$ cat config.mk
export PLATFORM = sky130hd
export DESIGN_NAME = sigmo_err_acc_flat
export DESIGN_NICKNAME = d
export VERILOG_FILES = /design/src/rtl/sigmo_err_acc_if.sv /design/src/rtl/sigmo_err_acc.sv /design/src/flat_wrapper.sv
export SDC_FILE = /design/constraint.sdc
export NUM_CORES = 1
export LEC_CHECK = 0
export CAP_MARGIN = 20
export CORE_UTILIZATION = 53
export DETAILED_ROUTE_END_ITERATION = 6
export PLACE_DENSITY = 0.79
export RECOVER_POWER = 50
export SYNTH_ARGS = -nofsm -noshare
export SYNTH_HDL_FRONTEND = slang
export SYNTH_SLANG_ARGS = --single-unit
$ cat constraint.sdc
create_clock -name clk -period 6.55 [get_ports clk]
set_input_delay 1.31 -clock clk [delete_from_list [all_inputs] [get_ports clk]]
set_output_delay 1.31 -clock clk [all_outputs]
set_load 0.05 [all_outputs]
$ cat src/rtl/sigmo_err_acc_if.sv
// sigmo_err_acc_if: sample stream carrying a sigmoid tag, approximation and reference
interface sigmo_err_acc_if;
  logic        in_valid;
  logic        in_ready;
  logic        in_last;
  logic [11:0] x;
  logic [13:0] y;
  logic [13:0] yexact;
  modport master(output in_valid, in_last, x, y, yexact, input in_ready);
  modport slave(input in_valid, in_last, x, y, yexact, output in_ready);
endinterface

$ cat src/rtl/sigmo_err_acc.sv
// sigmo_err_acc: accumulates abs/squared/worst-case error of a sigmoid approximation
module sigmo_err_acc #(
  parameter int MAXN = 4096
) (
  input  logic                clk,
  input  logic                rst,
  input  logic                start,
  sigmo_err_acc_if.slave      s,
  output logic [25:0]         sum_abs,
  output logic [39:0]         sum_sq,
  output logic [13:0]         wc_err,
  output logic [11:0]         wc_x,
  output logic [12:0]         count,
  output logic                ovf,
  output logic                done
);
  typedef enum logic [1:0] {IDLE, ACC, DRAIN, DONE} state_t;
  state_t      state;
  logic        dc;
  logic        xfer;
  logic [14:0] d;
  logic [14:0] nd;
  logic [13:0] e_in;
  logic        v1, v2;
  logic [13:0] e1, e2;
  logic [11:0] x1, x2;
  logic [27:0] sq2;
  assign s.in_ready = state == ACC;
  assign xfer = s.in_valid && s.in_ready;
  assign d = {s.y[13], s.y} - {s.yexact[13], s.yexact};
  assign nd = -d;
  assign e_in = d[14] ? nd[13:0] : d[13:0];
  always_ff @(posedge clk) begin
    if (rst || start) begin
      state   <= rst ? IDLE : ACC;
      dc      <= 1'b0;
      v1      <= 1'b0;
      v2      <= 1'b0;
      e1      <= '0;
      x1      <= '0;
      e2      <= '0;
      x2      <= '0;
      sq2     <= '0;
      sum_abs <= '0;
      sum_sq  <= '0;
      wc_err  <= '0;
      wc_x    <= '0;
      count   <= '0;
      ovf     <= 1'b0;
      done    <= 1'b0;
    end else begin
      v1 <= xfer;
      if (xfer) begin
        e1 <= e_in;
        x1 <= s.x;
      end
      v2  <= v1;
      sq2 <= {14'b0, e1} * {14'b0, e1};
      e2  <= e1;
      x2  <= x1;
      // samples past MAXN only flag overflow and leave the results untouched
      if (v2) begin
        if (count == 13'(MAXN))
          ovf <= 1'b1;
        else begin
          sum_abs <= sum_abs + 26'(e2);
          sum_sq  <= sum_sq + 40'(sq2);
          count   <= count + 13'd1;
          if (e2 > wc_err) begin
            wc_err <= e2;
            wc_x   <= x2;
          end
        end
      end
      case (state)
        ACC: if (xfer && s.in_last) begin
          state <= DRAIN;
          dc    <= 1'b0;
        end
        DRAIN: if (dc) begin
          state <= DONE;
          done  <= 1'b1;
        end else
          dc <= 1'b1;
        default: ;
      endcase
    end
  end
endmodule

$ cat src/flat_wrapper.sv
// flat-port wrapper written by rule: the top's interface ports become plain ports
module sigmo_err_acc_flat 
#(
  parameter int MAXN = 4096
)
  (clk, rst, start, sum_abs, sum_sq, wc_err, wc_x, count, ovf, done, s_in_valid, s_in_last, s_x, s_y, s_yexact, s_in_ready);
  sigmo_err_acc_if s_i ();
  input  logic clk;
  input  logic rst;
  input  logic start;
  output logic [25:0] sum_abs;
  output logic [39:0] sum_sq;
  output logic [13:0] wc_err;
  output logic [11:0] wc_x;
  output logic [12:0] count;
  output logic ovf;
  output logic done;
  input wire logic [$bits(s_i.in_valid)-1:0] s_in_valid;
  input wire logic [$bits(s_i.in_last)-1:0] s_in_last;
  input wire logic [$bits(s_i.x)-1:0] s_x;
  input wire logic [$bits(s_i.y)-1:0] s_y;
  input wire logic [$bits(s_i.yexact)-1:0] s_yexact;
  output wire logic [$bits(s_i.in_ready)-1:0] s_in_ready;
  assign s_i.in_valid = s_in_valid;
  assign s_i.in_last = s_in_last;
  assign s_i.x = s_x;
  assign s_i.y = s_y;
  assign s_i.yexact = s_yexact;
  assign s_in_ready = s_i.in_ready;
  sigmo_err_acc #(.MAXN(MAXN)) u_core (.clk(clk), .rst(rst), .start(start), .s(s_i), .sum_abs(sum_abs), .sum_sq(sum_sq), .wc_err(wc_err), .wc_x(wc_x), .count(count), .ovf(ovf), .done(done));
endmodule
==> results of run 1 <==
[state kept, by name (all words and copies together), names as in the netlist]
name and flops:
u_core.state 2, u_core.x1 12, u_core.x2 12, u_core.v2 1, u_core.sum_abs 26, u_core.sq2 27
u_core.dc 1, u_core.done 1, u_core.wc_err 14, u_core.wc_x 12, u_core.sum_sq 40, u_core.e1 14
u_core.count 13, u_core.ovf 1, u_core.v1 1, u_core.e2 13
[per-layer routing]
| layer | global-route usage | vias to the layer above | part of all wire |
|---|---|---|---|
| met4 | 0.0937 | 0 | 0.032 |
| met2 | 0.424 | 431 | 0.47 |
| li1 | - | 6324 | - |
| met3 | 0.0351 | 74 | 0.051 |
| met5 | 0 | - | 0 |
| met1 | 0.325 | 6221 | 0.44 |
[path summary, 6_finish.rpt]
path	endpoint	slack [ps]	cells past startpoint
min	u_core.x1[2]	460	2
min reg2reg	u_core.x1[2]	460	2
max reg2reg	u_core.sq2[27]	290	21
max	u_core.sq2[27]	290	21
[Yosys cell counts, drive strengths merged, types with 50 or more instances]
cell type,n
inv,242
nand2,193
dfxtp,188
ha,165
nor2,142
a21oi,117
fa,117
and2,60
xnor2,57
clkbuf,51
o21ai,51
xor2,50
[what timing repair did]
item	4_1_cts	5_1_grt
hold endpoints to repair	0	0
resized for setup	0	6
setup endpoints to repair	0	4
hold buffers	0	0
[power breakdown]
| part | internal, W | switching, W |
|---|---|---|
| Combinational | 0.000118 | 0.000172 |
| Clock | 0.000547 | 0.000586 |
| Sequential | 0.00116 | 0.00000918 |
| Total | 0.00183 | 0.000767 |
[stage by stage]
step           setup slack (ps)  cell area (um2)   util  power, W  cells
2_1_floorplan               297            15500      -   0.00140   1820
3_3_place_gp                243            17500  0.609   0.00148   2319
3_5_place_dp                129            17500  0.609   0.00149   2319
4_1_cts                    96.0            18200  0.632   0.00261   2351
5_1_grt                   0.441            18200  0.634   0.00270   2352
6_report                    288            18200  0.634   0.00260   2352
[logic make-up (layout without fill, tap and decap cells)]
group                      after synthesis  in the layout  share of synthesized area
and+or+nand+nor                        572            572                      0.174
buffers and inverters                  306            454                     0.0745
DFF                                    190            190                      0.246
AOI/OAI and AO/OA                      329            329                      0.139
xor gates and xnor gates               107            107                     0.0603
adders and majority gates              282            282                      0.283
muxes                                   34             34                     0.0221
[worst register-to-register path, cell delays in order (launching register included)]
cell	delay, ps
dfxtp_1	410
nand2_1	160
inv_1	70
fa_1	480
inv_1	50
fa_1	490
inv_1	50
fa_1	520
fa_1	440
fa_1	540
inv_1	50
fa_1	520
inv_1	50
ha_1	380
a21o_1	220
a21o_1	200
a221oi_2	350
o21ai_1	170
a211o_1	370
a2111oi_4	390
o21a_1	170
o21ai_1	70
[cell type report]
| type | count | area share |
|---|---|---|
| Multi-Input combinational cell | 1324 | 0.582 |
| Sequential cell | 190 | 0.210 |
| Timing Repair Buffer | 180 | 0.0959 |
| Inverter | 242 | 0.0498 |
| Tap cell | 384 | 0.0263 |
| Clock buffer | 17 | 0.0233 |
| Clock inverter | 15 | 0.0126 |
==> impl_metrics.prom, run 1 <==
# TYPE chip_impl_metric gauge
chip_impl_info{name="failed_checks",value="max-capacitance violations, max-slew violations"} 1
chip_impl_metric{name="avgSynthCellArea",unit="um2"} 8.54
chip_impl_metric{name="final_antenna_net_count",unit=""} 0
chip_impl_metric{name="peakVddDrop",unit="V"} 0.000171
chip_impl_info{name="outcome",value="finished, violations left"} 1
chip_impl_metric{name="synth_warn",unit=""} 0
chip_impl_metric{name="critical_path_required",unit="ps"} 6870
chip_impl_info{name="holdCritPathClass",value="register to register"} 1
chip_impl_info{name="crit_path_start",value="u_core.e1[6]"} 1
chip_impl_info{name="critical_path.endpoint_type",value="register"} 1
chip_impl_info{name="setup.worst_path.class",value="register to register"} 1
chip_impl_metric{name="power.density",unit="nW/um2"} 142
chip_impl_metric{name="insertion_delay",unit="ps"} 450
chip_impl_metric{name="fin_nets",unit=""} 2282
chip_impl_metric{name="grt_antenna_before_repair",unit=""} 0
chip_impl_metric{name="drt_first_pass_iters",unit=""} 5
chip_impl_metric{name="critPathMaxFanout",unit=""} 9
chip_impl_metric{name="synth.yosys.seq_area_share",unit=""} 0.246
chip_impl_info{name="synth.top_cells.by_area",value="dfxtp_1 24%, fa_1 15%, ha_1 13%"} 1
chip_impl_metric{name="die_ht",unit="um"} 173
chip_impl_metric{name="final.setup.tns",unit="ps"} 0
chip_impl_metric{name="grt_overflow",unit=""} 0
chip_impl_metric{name="synthesized_netlist_net_count",unit=""} 2147
chip_impl_info{name="crit_slowest_cell",value="fa_1"} 1
chip_impl_metric{name="final_max_slew_viol_count",unit=""} 50
chip_impl_metric{name="synth.ff_latch_count",unit=""} 190
chip_impl_info{name="yosys_most_used_dff",value="dfxtp_1"} 1
chip_impl_metric{name="global_route_wire_length_before_repair",unit="um"} 61700
chip_impl_info{name="most-common-layout-cells",value="242 x inv_1, 191 x nand2_1, 187 x dfxtp_1, 165 x ha_1, 142 x nor2_1"} 1
chip_impl_metric{name="area.sequential",unit="um2"} 3820
chip_impl_metric{name="timing.final.setup_violations",unit=""} 0
chip_impl_info{name="hold_path.startpoint",value="u_core.x1[2]"} 1
chip_impl_metric{name="routed_via_density",unit=""} 5.55
chip_impl_metric{name="worst-endpoint-arrival",unit="ps"} 6590
chip_impl_info{name="cts_root_buf",value="clkbuf_16"} 1
chip_impl_metric{name="place_hpwl",unit="um"} 29100
chip_impl_metric{name="avgRoutedWirePerCell",unit="um"} 15.9
chip_impl_metric{name="top_level_ports",unit=""} 153
chip_impl_metric{name="fin_skew",unit="ps"} 18.8
chip_impl_metric{name="insertedDiodeCount",unit=""} 0
chip_impl_info{name="cp_common_cell",value="fa_1"} 1
chip_impl_metric{name="clk_pin_slew",unit="ps"} 90
chip_impl_metric{name="fp.dieW",unit="um"} 173
chip_impl_metric{name="synth-edff-count",unit=""} 2
chip_impl_metric{name="synth-async-reset-ratio",unit=""} 0
chip_impl_info{name="layout_commonest_cell",value="inv_1"} 1
chip_impl_metric{name="period_minus_slack",unit="ps"} 6260
chip_impl_info{name="crit_chain",value="nand2_1 > inv_1 > fa_1 > inv_1 > fa_1 > inv_1 > fa_1 > fa_1 > fa_1 > inv_1 > fa_1 > inv_1 > ha_1 > a21o_1 > a21o_1 > a221oi_2 > o21ai_1 > a211o_1 > a2111oi_4 > o21a_1 > o21ai_1"} 1
chip_impl_metric{name="cts_max_path_buffers",unit=""} 2
chip_impl_metric{name="number_of_remaining_drc_errors",unit=""} 0
chip_impl_metric{name="numCtsBuffers",unit=""} 17
chip_impl_metric{name="grt_pass1_vias",unit=""} 12700
chip_impl_metric{name="multiInputGateArea",unit="um2"} 10600
chip_impl_metric{name="timing.critical_path.slowest_cell_delay",unit="ps"} 540
chip_impl_info{name="cts_tree",value="yes"} 1
chip_impl_metric{name="core",unit="um2"} 28800
chip_impl_metric{name="drt-initial-drc-count",unit=""} 1098
chip_impl_metric{name="max-cap-violations",unit=""} 1
chip_impl_info{name="cp_top_family",value="adder cells"} 1
chip_impl_metric{name="gpl.final_weighted_congestion",unit=""} 0.898
chip_impl_metric{name="final_min_period_over_clock_period",unit=""} 0.956
chip_impl_metric{name="rows",unit=""} 62
chip_impl_metric{name="layout-drive-gt1-share",unit=""} 0.0447
chip_impl_metric{name="fin_hold_ws",unit="ps"} 456
chip_impl_metric{name="maxSlewHeadroom",unit=""} -0.865
chip_impl_metric{name="port-buffer-count",unit=""} 152
chip_impl_metric{name="dr_total_vias",unit=""} 13100
chip_impl_info{name="crit-reg2reg-launch",value="u_core.e1[6]"} 1
chip_impl_metric{name="netlist_instances",unit=""} 1820
chip_impl_metric{name="hold_viol",unit=""} 0
chip_impl_metric{name="number_of_fill_cells",unit=""} 2358
chip_impl_metric{name="p_leak",unit="nW"} 8.81
chip_impl_metric{name="syn_to_final_growth",unit="%"} 17.3
chip_impl_metric{name="number_of_buffer_and_inverter_stages_on_the_critical_path",unit=""} 5
chip_impl_metric{name="cts_setup_buffers",unit=""} 0
chip_impl_metric{name="synth_top_area_frac",unit=""} 0.242
chip_impl_metric{name="cts_num_sinks",unit=""} 190
chip_impl_info{name="rsz0062_at_grt",value="no"} 1
chip_impl_info{name="sort_of_element_at_the_start_of_the_critical_path",value="register"} 1
chip_impl_metric{name="initial_utilization",unit=""} 0.540
chip_impl_metric{name="netlist-cell-type-count",unit=""} 71
chip_impl_metric{name="timing.fmax",unit="MHz"} 160
chip_impl_metric{name="timing_worst_slew_pin_value",unit="ps"} 2800
chip_impl_info{name="cell_type_with_the_highest_aggregate_area_in_the_netlist",value="dfxtp_1"} 1
chip_impl_metric{name="fp.dieArea",unit="um2"} 30000
chip_impl_metric{name="totalWireLength",unit="um"} 37300
chip_impl_metric{name="grt_start_max_net_pins",unit=""} 59
chip_impl_metric{name="synth.cell_area",unit="um2"} 15500
chip_impl_metric{name="depth_of_the_cts_h_tree",unit=""} 4
chip_impl_metric{name="tot_gr_track_use",unit=""} 0.250
No activity file was read; power rests on OpenSTA's default activity.
==> inputs of run 2 (changes only) <==
- CTS_CLUSTER_DIAMETER: unset -> 40
==> results of run 2 <==
Same layout as run 1: the final DEF is identical, and so are final timing and power.
